$ cat src/rtl/uart_mmio_ctrl_if.sv
// Memory-mapped bus between the CPU address decoder (master) and the UART controller (slave).
interface uart_mmio_ctrl_if #(parameter int Width = 32);
  logic             sel;
  logic             memWrite;
  logic             memRead;
  logic [Width-1:0] address;
  logic [Width-1:0] WriteData;
  logic [Width-1:0] ReadData;

  modport master (output sel, memWrite, memRead, address, WriteData, input ReadData);
  modport slave  (input sel, memWrite, memRead, address, WriteData, output ReadData);
endinterface

$ cat src/rtl/uart_mmio_ctrl.sv
// UART MMIO controller: TX/RX byte FIFOs, STATUS/CTRL, TX launch FSM; irq only with UART_IRQ_EN.
// Reads combinational, writes/pops at the edge; full FIFOs drop the byte and raise a sticky overflow.

module uart_mmio_fifo #(parameter int DEPTH = 8) (
  input  logic                   clk,
  input  logic                   rst_n,
  input  logic                   push,
  input  logic                   pop,
  input  logic [7:0]             din,
  output logic [7:0]             dout,
  output logic                   empty,
  output logic                   full,
  output logic [$clog2(DEPTH):0] count
);
  localparam int AW = $clog2(DEPTH);
  localparam logic [AW:0] FULL_CNT = DEPTH[AW:0];

  logic [7:0]    mem [DEPTH];
  logic [AW-1:0] wr_ptr;
  logic [AW-1:0] rd_ptr;
  logic          do_push;
  logic          do_pop;

  assign empty   = (count == '0);
  assign full    = (count == FULL_CNT);
  assign do_pop  = pop && !empty;
  // A full FIFO still takes a push when an entry leaves in the same cycle.
  assign do_push = push && (!full || do_pop);
  assign dout    = mem[rd_ptr];

  always_ff @(posedge clk or negedge rst_n) begin
    if (!rst_n) begin
      wr_ptr <= '0;
      rd_ptr <= '0;
      count  <= '0;
    end else begin
      if (do_push) wr_ptr <= wr_ptr + 1'b1;
      if (do_pop)  rd_ptr <= rd_ptr + 1'b1;
      count <= count + {{AW{1'b0}}, do_push} - {{AW{1'b0}}, do_pop};
    end
  end

  always_ff @(posedge clk) begin
    if (do_push) mem[wr_ptr] <= din;
  end
endmodule

module uart_mmio_ctrl #(
  parameter int Width      = 32,
  parameter int FIFO_DEPTH = 8
) (
  input  logic                   clk,
  input  logic                   rst_n,
  uart_mmio_ctrl_if.slave        bus,
  output logic [7:0]             tx_data,
  output logic                   tx_wr_en,
  input  logic                   tx_busy,
  input  logic [7:0]             rx_data,
  input  logic                   rx_ready,
  output logic                   rx_ready_clr,
  output logic                   irq
);
  localparam int CW = $clog2(FIFO_DEPTH) + 1;

  typedef enum logic [1:0] {IDLE, START, WAIT_HI, WAIT_LO} tx_state_t;
  tx_state_t state, state_nxt;

  logic [1:0]    offset;
  logic          tx_push, tx_pop, rx_take, rx_pop, stat_wr, ctrl_wr;
  logic [7:0]    tx_head, rx_head, tx_last, tx_count8;
  logic          tx_empty, tx_full, rx_empty, rx_full;
  logic [CW-1:0] tx_count, rx_count;
  logic          tx_ovf, rx_ovr, tx_active;
  logic          tx_ovf_set, rx_ovr_set;
  logic [1:0]    guard_cnt;
  logic [2:0]    ctrl;
  logic [15:0]   status;
  logic          unused_bits;

  assign offset  = bus.address[3:2];
  assign tx_push = bus.sel && bus.memWrite && (offset == 2'd0);
  assign rx_pop  = bus.sel && bus.memRead  && (offset == 2'd1);
  assign stat_wr = bus.sel && bus.memWrite && (offset == 2'd2);
  assign ctrl_wr = bus.sel && bus.memWrite && (offset == 2'd3);
  assign unused_bits = &{1'b0, bus.WriteData[Width-1:8], bus.address[Width-1:4],
                         bus.address[1:0], rx_count};

  uart_mmio_fifo #(.DEPTH(FIFO_DEPTH)) u_tx_fifo (
    .clk(clk), .rst_n(rst_n), .push(tx_push), .pop(tx_pop), .din(bus.WriteData[7:0]),
    .dout(tx_head), .empty(tx_empty), .full(tx_full), .count(tx_count)
  );

  uart_mmio_fifo #(.DEPTH(FIFO_DEPTH)) u_rx_fifo (
    .clk(clk), .rst_n(rst_n), .push(rx_take), .pop(rx_pop), .din(rx_data),
    .dout(rx_head), .empty(rx_empty), .full(rx_full), .count(rx_count)
  );

  // The receiver keeps rx_ready up until it sees our clear, so skip the cycle right after one.
  assign rx_take    = rx_ready && !rx_ready_clr;
  assign tx_pop     = (state == START);
  assign tx_ovf_set = tx_push && tx_full && !tx_pop;
  assign rx_ovr_set = rx_take && rx_full && !rx_pop;
  assign tx_active  = (state != IDLE);
  assign tx_data    = (state == START) ? tx_head : tx_last;
  assign tx_count8  = {{(8-CW){1'b0}}, tx_count};
  assign status     = {tx_count8, 2'b00, tx_ovf, tx_active, rx_ovr, !rx_empty, tx_empty, tx_full};

  always_ff @(posedge clk or negedge rst_n) begin
    if (!rst_n) begin
      state        <= IDLE;
      guard_cnt    <= '0;
      tx_last      <= '0;
      tx_ovf       <= 1'b0;
      rx_ovr       <= 1'b0;
      rx_ready_clr <= 1'b0;
    end else begin
      state        <= state_nxt;
      guard_cnt    <= (state == WAIT_HI) ? guard_cnt + 1'b1 : 2'd0;
      rx_ready_clr <= rx_take;
      if (state == START) tx_last <= tx_head;
      if (tx_ovf_set)                      tx_ovf <= 1'b1;
      else if (stat_wr && bus.WriteData[5]) tx_ovf <= 1'b0;
      if (rx_ovr_set)                      rx_ovr <= 1'b1;
      else if (stat_wr && bus.WriteData[3]) rx_ovr <= 1'b0;
    end
  end

  always_comb begin
    state_nxt = state;
    tx_wr_en  = 1'b0;
    case (state)
      IDLE:    if (!tx_empty && !tx_busy) state_nxt = START;
      START: begin
        tx_wr_en  = 1'b1;
        state_nxt = WAIT_HI;
      end
      // Give up on seeing busy after four quiet cycles so a missed pulse cannot hang TX.
      WAIT_HI: if (tx_busy) state_nxt = WAIT_LO;
               else if (guard_cnt == 2'd3) state_nxt = IDLE;
      WAIT_LO: if (!tx_busy) state_nxt = IDLE;
      default: state_nxt = IDLE;
    endcase
  end

  always_comb begin
    bus.ReadData = '0;
    if (bus.sel) begin
      case (offset)
        2'd1:    bus.ReadData[7:0]  = rx_empty ? 8'h00 : rx_head;
        2'd2:    bus.ReadData[15:0] = status;
        2'd3:    bus.ReadData[2:0]  = ctrl;
        default: ;
      endcase
    end
  end

`ifdef UART_IRQ_EN
  logic [2:0] ctrl_q;
  logic       irq_q;

  always_ff @(posedge clk or negedge rst_n) begin
    if (!rst_n) begin
      ctrl_q <= '0;
      irq_q  <= 1'b0;
    end else begin
      if (ctrl_wr) ctrl_q <= bus.WriteData[2:0];
      irq_q <= (ctrl_q[0] & !rx_empty) | (ctrl_q[1] & tx_empty & !tx_active) |
               (ctrl_q[2] & (tx_ovf | rx_ovr));
    end
  end

  assign ctrl = ctrl_q;
  assign irq  = irq_q;
`else
  logic unused_ctrl;
  assign unused_ctrl = ctrl_wr;
  assign ctrl = 3'b000;
  assign irq  = 1'b0;
`endif
endmodule

$ cat src/flat_wrapper.sv
// flat-port wrapper written by rule: the top's interface ports become plain ports
module uart_mmio_ctrl_flat 
#(
  parameter int Width      = 32,
  parameter int FIFO_DEPTH = 8
)
  (clk, rst_n, tx_data, tx_wr_en, tx_busy, rx_data, rx_ready, rx_ready_clr, irq, bus_sel, bus_memWrite, bus_memRead, bus_address, bus_WriteData, bus_ReadData);
  uart_mmio_ctrl_if #(.Width(Width)) bus_i ();
  input  logic clk;
  input  logic rst_n;
  output logic [7:0] tx_data;
  output logic tx_wr_en;
  input  logic tx_busy;
  input  logic [7:0] rx_data;
  input  logic rx_ready;
  output logic rx_ready_clr;
  output logic irq;
  input wire logic [$bits(bus_i.sel)-1:0] bus_sel;
  input wire logic [$bits(bus_i.memWrite)-1:0] bus_memWrite;
  input wire logic [$bits(bus_i.memRead)-1:0] bus_memRead;
  input wire logic [$bits(bus_i.address)-1:0] bus_address;
  input wire logic [$bits(bus_i.WriteData)-1:0] bus_WriteData;
  output wire logic [$bits(bus_i.ReadData)-1:0] bus_ReadData;
  assign bus_i.sel = bus_sel;
  assign bus_i.memWrite = bus_memWrite;
  assign bus_i.memRead = bus_memRead;
  assign bus_i.address = bus_address;
  assign bus_i.WriteData = bus_WriteData;
  assign bus_ReadData = bus_i.ReadData;
  uart_mmio_ctrl #(.Width(Width), .FIFO_DEPTH(FIFO_DEPTH)) u_core (.clk(clk), .rst_n(rst_n), .bus(bus_i), .tx_data(tx_data), .tx_wr_en(tx_wr_en), .tx_busy(tx_busy), .rx_data(rx_data), .rx_ready(rx_ready), .rx_ready_clr(rx_ready_clr), .irq(irq));
endmodule
$ cat config.mk
export PLATFORM = sky130hd
export DESIGN_NAME = uart_mmio_ctrl_flat
export DESIGN_NICKNAME = d
export VERILOG_FILES = /design/src/rtl/uart_mmio_ctrl_if.sv /design/src/rtl/uart_mmio_ctrl.sv /design/src/flat_wrapper.sv
export SDC_FILE = /design/constraint.sdc
export NUM_CORES = 1
export LEC_CHECK = 0
export CAP_MARGIN = 30
export CORE_ASPECT_RATIO = 0.75
export CORE_UTILIZATION = 48
export CTS_CLUSTER_DIAMETER = 80
export DETAILED_ROUTE_END_ITERATION = 16
export PLACE_DENSITY = 0.86
export SYNTH_ARGS = -nofsm -noshare
export SYNTH_HDL_FRONTEND = slang
export SYNTH_SLANG_ARGS = --single-unit
$ cat constraint.sdc
create_clock -name clk -period 2.1 [get_ports clk]
set_input_delay 0.315 -clock clk [delete_from_list [all_inputs] [get_ports clk]]
set_output_delay 0.315 -clock clk [all_outputs]
set_load 0.01 [all_outputs]
==> results.sh, run 1 <==
export IMPL_p_switching_uw=4280
export IMPL_numPortBuffers=46
export IMPL_cts_hold_fix_buffers=0
export IMPL_path_class="flip-flop to output port"
export IMPL_hold_class="primary input to async pin"
export IMPL_multi_input_area_um2=2330
export IMPL_die_h_um=107
export IMPL_layout_common_cells="edfxtp_1, buf_4, dfrtp_1"
export IMPL_seqCellArea_um2=4720
export IMPL_whs_ns=-0.00158
export IMPL_cts_root_buf="clkbuf_16"
export IMPL_grt_pass1_vias=4643
export IMPL_p_comb_frac=0.403
export IMPL_violations="negative hold slack, negative setup slack"
export IMPL_grt_max_degree=36
export IMPL_overflow=0
export IMPL_track_usage=0.257
export IMPL_rsz0062_at_grt="yes"
export IMPL_place_congestion=0.849
export IMPL_period_minus_slack_ns=2.55
export IMPL_rows=37
export IMPL_reg2reg_slack_ns=-0.21
export IMPL_setup_violations_final=34
export IMPL_finalCritPeriodShare=1.21
export IMPL_cts_buffers_inserted=17
export IMPL_endpoint_kind="output port"
export IMPL_power_density_nw_per_um2=1410
export IMPL_cellLeakagePower_uw=0.00365
export IMPL_clk_pin_slew_ns=0.07
export IMPL_fill_cells=820
export IMPL_clock_latency_ns=0.43
export IMPL_crit_path_frequent_cell="buf_6"
export IMPL_status="finished with violations"
export IMPL_tns_ns=-4.67
export IMPL_p_int_uw=9050
export IMPL_dieArea_um2=15100
export IMPL_async_reset_ff_frac=0.215
export IMPL_setup_ws_ns=-0.451
export IMPL_wl_per_cell_um=25.4
export IMPL_firstDrtPassIters=5
export IMPL_cp_data_arrival_time_ns=2.24
export IMPL_ir_drop_mv=0.862
export IMPL_cts_sinks=163
export IMPL_clockPowerShare=0.263
export IMPL_timing_slew_headroom=0.403
export IMPL_syn_inst=422
export IMPL_start_util=0.503
export IMPL_ys_ff_latch=163
export IMPL_hpwlAfterDp_um=9950
export IMPL_tightest_slew_ns=0.895
export IMPL_final_antenna_net_count=0
export IMPL_vias=4668
export IMPL_cts_tree="done"
export IMPL_maxCapViolCount=0
export IMPL_ys_seq_area_frac=0.672
export IMPL_die_w_um=142
export IMPL_drt_iter0_markers=456
export IMPL_htreeDepth=4
export IMPL_pre_cts_slack_ns=-0.529
export IMPL_n_antenna_cell=0
export IMPL_yosysWarnings=0
export IMPL_timing_final_hold_violations=1
export IMPL_critPathSlowestCell="mux4_2"
export IMPL_drc=0
export IMPL_layout_drive_gt1_share=0.423
export IMPL_grt_pass1_wl_um=27600
export IMPL_skew_ns=0.0115
export IMPL_critPathLaunchType="flip-flop"
export IMPL_mostFrequentLayoutCell="edfxtp_1"
export IMPL_fmax_ghz=0.392
export IMPL_slew_viol_final=0
export IMPL_antenna_found_initial=0
export IMPL_design_core_area_um2=14000
export IMPL_pwr_share_seq=0.334
export IMPL_synth_edff_count=128
export IMPL_synth_cell_types=44
export IMPL_io_pins=122
export IMPL_max_stage_delay_ns=0.53
export IMPL_switching_share=0.321
export IMPL_required_ns=1.78
export IMPL_area_growth_synth_to_final_pct=34.4
export IMPL_drt_wl_total_um=20100
export IMPL_syn_area_per_cell_um2=16.7
export IMPL_cts_path_max_buffers=2
export IMPL_cp_max_fo=6
export IMPL_syn_cell_area_um2=7030
export IMPL_crit_chain="buf_12, buf_6, buf_6, mux4_2, mux2i_1, nor3_1, buf_2"
export IMPL_synth_flop_cell="edfxtp_1"
export IMPL_nets=682
export IMPL_routed_via_density=5.92
## cell usage after synthesis, types with 2 or more instances
cell type,n,share of area
nand2b_1,5,0.0045
buf_4,21,0.022
xnor2_1,8,0.010
ha_1,20,0.036
mux2i_1,24,0.034
nand2_1,28,0.015
xor2_1,4,0.0050
mux2_2,5,0.0080
clkbuf_1,2,0.0011
fa_1,2,0.0057
a21oi_1,7,0.0050
o211ai_1,4,0.0043
nor4_1,3,0.0027
mux4_1,6,0.022
nand3_1,8,0.0057
nand4_1,5,0.0045
and3_1,5,0.0045
inv_1,17,0.0091
buf_2,2,0.0014
o21ai_0,10,0.0071
clkbuf_8,4,0.0078
nor3_1,11,0.0078
buf_6,5,0.0080
nor2b_1,3,0.0027
a22oi_1,2,0.0021
nor2_1,10,0.0053
o21ai_4,2,0.0046
o2111ai_1,2,0.0025
edfxtp_1,128,0.55
mux4_2,19,0.061
a21o_1,3,0.0032
dfrtp_1,35,0.12
## sequential cells by signal (all words and copies together), names as in the netlist
signal,cells
u_core.u_tx_fifo.wr_ptr,3
u_core.u_rx_fifo.rd_ptr,3
u_core.rx_ovr,1
u_core.tx_last,8
u_core.tx_ovf,1
u_core.guard_cnt,2
u_core.u_rx_fifo.count,4
u_core.u_rx_fifo.wr_ptr,3
u_core.u_tx_fifo.mem,64
u_core.rx_ready_clr,1
u_core.u_rx_fifo.mem,64
u_core.u_tx_fifo.count,4
u_core.u_tx_fifo.rd_ptr,3
u_core.state,2
## layer usage
layer  GRT usage  vias up  routed length [µm]
li1            -     1877                   -
met1       0.327     2343                7590
met2       0.421      366                9850
met3      0.0607       82                1710
met4       0.120        0                 913
met5           0        -                   0
## power groups by stage
| stage | Combinational [µW] | Clock, µW | Sequential (µW) |
|---|---|---|---|
| 3_3_place_gp | 3510 | 0 | 4340 |
| 5_1_grt | 5640 | 3650 | 4480 |
| 6_report | 5370 | 3500 | 4460 |
| 4_1_cts | 4750 | 3470 | 4360 |
| 3_5_place_dp | 3710 | 0 | 4380 |
| 2_1_floorplan | 2410 | 0 | 4310 |
## through the flow
| step | instance area [µm²] | power (µW) | std cells | hold slack, ns | utilization |
|---|---|---|---|---|---|
| after CTS | 9260 | 12600 | 782 | 0.0204 | 0.662 |
| after global routing | 9450 | 13800 | 789 | 0.0460 | 0.676 |
| after detailed placement | 8110 | 8090 | 716 | 0.449 | 0.580 |
| after floorplan | 7140 | 6730 | 442 | 0.0194 | - |
| after global placement | 8110 | 7850 | 716 | 0.424 | 0.580 |
| final | 9450 | 13300 | 789 | -0.00158 | 0.676 |
## cell families after synthesis
family / share of synthesized area
multiplexers: 0.126
XOR/XNOR: 0.0150
other: 0.000534
flip-flops: 0.672
AO/OA/AOI/OAI: 0.0329
adder cells (fa/ha/maj): 0.0413
buffers and inverters: 0.0520
AND/OR/NAND/NOR: 0.0612
## final timing paths
kind / endpoint / depth (start not counted) / start
setup reg to reg: u_core.u_rx_fifo.count[1]$_DFF_PN0_ / 12 / u_core.u_rx_fifo.count[3]$_DFF_PN0_
setup / recovery: bus_ReadData[6] / 7 / u_core.u_rx_fifo.rd_ptr[0]$_DFFE_PN0N_
min in group clk: u_core.guard_cnt[0]$_DFF_PN0_ / 1 / u_core.guard_cnt[0]$_DFF_PN0_
hold / removal: u_core.tx_last[6]$_DFF_PN0_ / 1 / rst_n
max in group asynchronous: u_core.u_rx_fifo.rd_ptr[0]$_DFFE_PN0N_ / 1 / rst_n
hold reg to reg: u_core.guard_cnt[0]$_DFF_PN0_ / 1 / u_core.guard_cnt[0]$_DFF_PN0_
## repair_timing
| item | CTS | global route |
|---|---|---|
| setup buffers | 33 | 14 |
| setup endpoints to repair | 26 | 136 |
| resized for setup | 151 | 51 |
| hold endpoints to repair | 0 | 0 |
| pin swaps | 34 | 35 |
| gates cloned | 1 | 0 |
## critical path, delay by kind of cell (launching register included)
family / cells / cell delay (ns)
simple gates: 1 / 0.08
buf+inv: 4 / 0.49
flops: 1 / 0.44
mux: 2 / 0.77
## final cells by class
cell class,count,area share
clock buffers,21,0.0477
clock inverters,11,0.0218
inverters,17,0.00755
multi-input cells,227,0.246
flip-flops and latches,163,0.500
well taps,195,0.0258
repair buffers,155,0.151
Power figures use the tool's default switching activity.
==> run 2: changes to the inputs <==
--- a/config.mk
+++ b/config.mk
@@ -7,10 +7,10 @@
 export LEC_CHECK = 0
 export CAP_MARGIN = 30
 export CORE_ASPECT_RATIO = 0.75
-export CORE_UTILIZATION = 48
+export CORE_UTILIZATION = 53
 export CTS_CLUSTER_DIAMETER = 80
 export DETAILED_ROUTE_END_ITERATION = 16
-export PLACE_DENSITY = 0.86
+export PLACE_DENSITY = 0.9
 export SYNTH_ARGS = -nofsm -noshare
 export SYNTH_HDL_FRONTEND = slang
 export SYNTH_SLANG_ARGS = --single-unit
==> constraint.sdc (replaced) <==
create_clock -name clk -period 2.67 [get_ports clk]
set_input_delay 0.4005 -clock clk [delete_from_list [all_inputs] [get_ports clk]]
set_output_delay 0.4005 -clock clk [all_outputs]
set_load 0.01 [all_outputs]
==> results.sh, run 2 (synthesized netlist as in run 1, its figures left out) <==
export IMPL_status="finished with violations"
export IMPL_drt_iter0_markers=319
export IMPL_whs_ns=0.0711
export IMPL_max_stage_delay_ns=0.55
export IMPL_skew_ns=0.00952
export IMPL_area_growth_synth_to_final_pct=20.7
export IMPL_crit_family="buffers and inverters"
export IMPL_gr_usage_met3=0.0586
export IMPL_clockPowerShare=0.264
export IMPL_cts_root_buf="clkbuf_16"
export IMPL_routed_via_density=5.90
export IMPL_pwr_share_seq=0.414
export IMPL_p_int_uw=5850
export IMPL_crit_chain="clkdlybuf4s50_1, inv_1, ha_1, buf_12, and3_1, clkdlybuf4s50_1"
export IMPL_grt_use_met2=0.356
export IMPL_place_congestion=0.805
export IMPL_p_switching_uw=2670
export IMPL_pre_cts_slack_ns=-0.115
export IMPL_die_h_um=102
export IMPL_hpwlAfterDp_um=9280
export IMPL_top_usage_layer="met2"
export IMPL_timing_final_hold_violations=0
export IMPL_cts_tree="done"
export IMPL_start_util=0.542
export IMPL_crit_cells=6
export IMPL_final_core_util=0.654
export IMPL_finalCritPeriodShare=1.00
export IMPL_period_minus_slack_ns=2.68
export IMPL_cts_buffers_inserted=17
export IMPL_power_density_nw_per_um2=1010
export IMPL_reg2reg_depth=10
export IMPL_cts_path_max_buffers=2
export IMPL_mostFrequentLayoutCell="edfxtp_1"
export IMPL_drt_wl_total_um=15500
export IMPL_firstDrtPassIters=5
export IMPL_antenna_found_initial=0
export IMPL_slew_viol_final=0
export IMPL_n_antenna_cell=0
export IMPL_grt_max_degree=36
export IMPL_hold_class="primary input to async pin"
export IMPL_ir_drop_mv=0.602
export IMPL_rows=36
export IMPL_cp_num_buf_inv=4
export IMPL_critPathLaunchType="primary input"
export IMPL_cts_hold_fix_buffers=0
export IMPL_layout_common_cells="edfxtp_1, buf_4, dfrtp_1"
export IMPL_cts_sinks=163
export IMPL_clk_pin_slew_ns=0.06
export IMPL_grt_pass1_vias=3992
export IMPL_setup_violations_final=1
export IMPL_grt_pass1_wl_um=21700
export IMPL_nets=625
export IMPL_switching_share=0.314
export IMPL_drc=0
export IMPL_maxCapViolCount=0
export IMPL_tightest_slew_ns=0.831
export IMPL_reg2reg_slack_ns=0.10
export IMPL_required_ns=2.27
export IMPL_design_core_area_um2=13000
export IMPL_overflow=0
export IMPL_reg_top3="u_core.u_rx_fifo.mem (64), u_core.u_tx_fifo.mem (64), u_core.tx_last (8)"
export IMPL_endpoint_kind="output port"
export IMPL_path_class="primary input to output port"
export IMPL_cp_max_fo=11
export IMPL_vias=4175
export IMPL_violations="negative setup slack"
export IMPL_p_comb_frac=0.323
export IMPL_stdcell_count=708
export IMPL_track_usage=0.221
export IMPL_cp_data_arrival_time_ns=2.28
export IMPL_numPortBuffers=46
export IMPL_wl_per_cell_um=21.9
export IMPL_dieArea_um2=13700
export IMPL_layout_drive_gt1_share=0.220
export IMPL_cellLeakagePower_uw=0.00332
export IMPL_io_pins=122
export IMPL_clock_latency_ns=0.43
export IMPL_die_w_um=135
export IMPL_place_inst=663
export IMPL_fmax_ghz=0.373
export IMPL_timing_slew_headroom=0.446
export IMPL_htreeDepth=4
export IMPL_setup_ws_ns=-0.0126
export IMPL_crit_path_frequent_cell="clkdlybuf4s50_1"
export IMPL_use_met1=0.281
export IMPL_final_antenna_net_count=0
export IMPL_critPathSlowestCell="clkdlybuf4s50_1"
run 2: changes by cell type in the layout (fill, tap and decap cells not counted), moves of 8 or more:
| cell | delta |
|---|---|
| ha_1 | +10 |
| inv_1 | +11 |
| buf_2 | -15 |
| buf_4 | -21 |
| ha_4 | -8 |
| buf_6 | -28 |
| inv_2 | -8 |
run 2: final timing paths:
check                                                    endpoint                                 from
setup reg to reg              u_core.u_tx_fifo.count[3]$_DFF_PN0_  u_core.u_tx_fifo.count[2]$_DFF_PN0_
hold / removal                        u_core.tx_last[7]$_DFF_PN0_                                rst_n
setup / recovery                                  bus_ReadData[9]                       bus_address[2]
min in group clk                    u_core.guard_cnt[0]$_DFF_PN0_        u_core.guard_cnt[0]$_DFF_PN0_
max in group asynchronous  u_core.u_rx_fifo.rd_ptr[1]$_DFFE_PN0N_                                rst_n
hold reg to reg                     u_core.guard_cnt[0]$_DFF_PN0_        u_core.guard_cnt[0]$_DFF_PN0_
run 2: final cells by class:
type,instances,area [µm²]
clock buffers,28,528
clock inverters,4,22.5
fillers,801,4490
inverters,17,63.8
multi-input cells,227,2050
flip-flops and latches,163,4720
well taps,171,214
repair buffers,98,883
run 2: through the flow:
stage	setup TNS, ns	power (µW)	area (µm²)
floorplan	0	5240	7100
finish	-0.0126	8530	8480
CTS	-0.153	8350	8390
detailed placement	-0.608	6060	7800
global route	-0.163	8890	8480
global placement	-0.104	5850	7800
run 2: power by group through the flow:
stage                     Sequential [µW]  Combinational (µW)  Clock [µW]
final                                3530                2750        2250
after global routing                 3550                2980        2360
after CTS                            3500                2600        2250
after detailed placement             3530                2530           0
after global placement               3500                2350           0
after floorplan                      3370                1870           0
run 2: what timing repair did:
action | in CTS | in global routing
setup endpoints to repair | 16 | 15
pin swaps | 0 | 1
gates cloned | 0 | 0
gates resized for setup | 18 | 12
setup buffers | 4 | 9
run 2: per-layer routing:
layer | part of all wire | routed length (µm)
met5 | 0 | 0
met4 | 0.034 | 527
met3 | 0.090 | 1390
met2 | 0.48 | 7490
met1 | 0.39 | 6110
==> run 3: changes to the inputs <==
--- a/config.mk
+++ b/config.mk
@@ -7,10 +7,11 @@
 export LEC_CHECK = 0
 export CAP_MARGIN = 30
 export CORE_ASPECT_RATIO = 0.75
-export CORE_UTILIZATION = 53
+export CORE_UTILIZATION = 55
 export CTS_CLUSTER_DIAMETER = 80
 export DETAILED_ROUTE_END_ITERATION = 16
-export PLACE_DENSITY = 0.9
+export PLACE_DENSITY = 0.92
 export SYNTH_ARGS = -nofsm -noshare
 export SYNTH_HDL_FRONTEND = slang
+export SYNTH_HIERARCHICAL = 1
 export SYNTH_SLANG_ARGS = --single-unit
==> constraint.sdc (replaced) <==
create_clock -name clk -period 3.38 [get_ports clk]
set_input_delay 0.507 -clock clk [delete_from_list [all_inputs] [get_ports clk]]
set_output_delay 0.507 -clock clk [all_outputs]
set_load 0.01 [all_outputs]
==> results.sh, run 3 <==
export IMPL_reg_top3="u_core/u_rx_fifo/mem (64), u_core/u_tx_fifo/mem (64), u_core/tx_last (8)"
export IMPL_wl_per_cell_um=23.6
export IMPL_cts_tree="done"
export IMPL_start_util=0.574
export IMPL_async_reset_ff_frac=0.215
export IMPL_clk_pin_slew_ns=0.06
export IMPL_die_w_um=134
export IMPL_gr_usage_met3=0.0518
export IMPL_timing_final_hold_violations=0
export IMPL_cts_setup_buffers=0
export IMPL_cellLeakagePower_uw=0.00319
export IMPL_critPathSlowestCell="dfrtp_1"
export IMPL_reg2reg_slack_ns=0.56
export IMPL_ys_top_cells_by_count="edfxtp_1, dfrtp_1, mux4_1"
export IMPL_use_met1=0.332
export IMPL_firstDrtPassIters=7
export IMPL_fill_cells=747
export IMPL_hpwlAfterDp_um=9590
export IMPL_timing_slew_headroom=0.422
export IMPL_grt_use_met2=0.387
export IMPL_syn_area_per_cell_um2=17.9
export IMPL_setup_ws_ns=0.0739
export IMPL_synth_top_area_share=0.535
export IMPL_die_h_um=101
export IMPL_slew_viol_final=0
export IMPL_max_stage_delay_ns=0.86
export IMPL_ys_ff_latch=163
export IMPL_cts_sinks=163
export IMPL_mostFrequentLayoutCell="edfxtp_1"
export IMPL_power_density_nw_per_um2=801
export IMPL_htreeDepth=4
export IMPL_yosysWarnings=6
export IMPL_vias=3996
export IMPL_clock_latency_ns=0.43
export IMPL_hold_class="primary input to async pin"
export IMPL_path_class="flip-flop to output port"
export IMPL_required_ns=2.87
export IMPL_io_pins=122
export IMPL_ir_drop_mv=0.495
export IMPL_drc=0
export IMPL_tightest_slew_ns=0.868
export IMPL_area_growth_synth_to_final_pct=17.2
export IMPL_nets=574
export IMPL_cts_path_max_buffers=2
export IMPL_ys_top_cells_by_area="edfxtp_1, dfrtp_1, mux4_1, ha_1, mux2_2"
export IMPL_rsz0062_at_grt="no"
export IMPL_antenna_found_initial=0
export IMPL_period_minus_slack_ns=3.31
export IMPL_final_antenna_net_count=0
export IMPL_endpoint_kind="output port"
export IMPL_cp_data_arrival_time_ns=2.80
export IMPL_setup_violations_final=0
export IMPL_grt_max_degree=36
export IMPL_grt_pass1_vias=4014
export IMPL_top_usage_layer="met2"
export IMPL_status="finished clean"
export IMPL_ys_seq_area_frac=0.657
export IMPL_cts_hold_fix_buffers=0
export IMPL_fmax_ghz=0.302
export IMPL_overflow=0
export IMPL_synth_edff_count=128
export IMPL_rows=35
export IMPL_skew_ns=0.0105
export IMPL_dieArea_um2=13500
export IMPL_maxCapViolCount=0
export IMPL_grt_pass1_wl_um=23300
export IMPL_syn_cell_area_um2=7190
export IMPL_layout_drive_gt1_share=0.183
export IMPL_design_core_area_um2=12500
export IMPL_pre_cts_slack_ns=0.368
export IMPL_cts_root_buf="clkbuf_16"
export IMPL_synth_cell_types=41
export IMPL_cp_num_buf_inv=1
export IMPL_crit_family="multiplexers"
export IMPL_finalCritPeriodShare=0.978
export IMPL_routed_via_density=6.12
export IMPL_syn_inst=401
export IMPL_place_congestion=0.794
export IMPL_crit_chain="mux4_1, mux2_2, mux2_4, clkdlybuf4s50_1"
export IMPL_cp_max_fo=17
export IMPL_tns_ns=0
export IMPL_layout_common_cells="edfxtp_1, clkdlybuf4s50_1, dfrtp_1"
export IMPL_n_antenna_cell=0
export IMPL_track_usage=0.245
export IMPL_yosys_area_top_type="edfxtp_1"
export IMPL_drt_wl_total_um=15400
export IMPL_numPortBuffers=46
export IMPL_synth_flop_cell="edfxtp_1"
export IMPL_synth_most_common_cell="edfxtp_1"
export IMPL_critPathLaunchType="flip-flop"
export IMPL_drt_iter0_markers=437
export IMPL_cts_resized=0
export IMPL_cts_buffers_inserted=17
## run 3: where the power goes
| group | switching (µW) | internal, µW |
|---|---|---|
| Sequential | 329 | 2480 |
| Combinational | 901 | 1100 |
| Clock | 819 | 1110 |
| Total | 2050 | 4690 |
## run 3: per-layer routing
layer | wire, µm | vias up
met5 | 0 | -
met4 | 387 | 0
met3 | 1120 | 36
met2 | 7440 | 247
met1 | 6450 | 2030
li1 | - | 1683
## run 3: cell families after synthesis
logic type	after synthesis	synth area share
XOR/XNOR	12	0.0146
buffers and inverters	49	0.0446
multiplexers	62	0.168
AND/OR/NAND/NOR	73	0.0583
other	1	0.000522
flip-flops	163	0.657
AO/OA/AOI/OAI	20	0.0188
adder cells (fa/ha/maj)	21	0.0386
## run 3: final cells by class
class	instances	area, µm²	share of cell area
clock inverters	14	168	0.0199
flip-flops and latches	163	4720	0.560
multi-input cells	209	2220	0.264
clock buffers	18	429	0.0509
repair buffers	67	613	0.0728
inverters	16	65.1	0.00772
well taps	166	208	0.0247
## run 3: worst register-to-register path, cell delays in order (launching register included)
cell,delay (ns)
dfrtp_1,0.37
inv_1,0.11
ha_1,0.22
nor3b_1,0.62
nand2b_1,0.34
mux2i_1,0.24
ha_1,0.20
inv_1,0.07
fa_1,0.38
xnor2_1,0.19
## run 3: worst paths after layout
kind                                                       endpoint  depth (start not counted)                              startpoint
worst max register to register  u_core/u_tx_fifo/count[2]$_DFF_PN0_                          9     u_core/u_tx_fifo/count[2]$_DFF_PN0_
min in group clk                      u_core/guard_cnt[0]$_DFF_PN0_                          1           u_core/guard_cnt[0]$_DFF_PN0_
worst min register to register        u_core/guard_cnt[0]$_DFF_PN0_                          1           u_core/guard_cnt[0]$_DFF_PN0_
worst max-delay path                                     tx_data[1]                          4  u_core/u_tx_fifo/rd_ptr[2]$_DFFE_PN0N_
max in group asynchronous             u_core/rx_ready_clr$_DFF_PN0_                          1                                   rst_n
worst min-delay path                    u_core/tx_last[2]$_DFF_PN0_                          1                                   rst_n
## run 3: metrics by stage
| stage | util | cells | area (µm²) | power (µW) | hold WS [ns] |
|---|---|---|---|---|---|
| after floorplan | - | 421 | 7260 | 4170 | 0.211 |
| after global placement | 0.625 | 621 | 7830 | 4590 | 0.425 |
| after detailed placement | 0.625 | 621 | 7830 | 4750 | 0.446 |
| after CTS | 0.673 | 653 | 8420 | 6750 | 0.206 |
| after global routing | 0.673 | 653 | 8420 | 7010 | 0.256 |
| final | 0.673 | 653 | 8420 | 6740 | 0.178 |
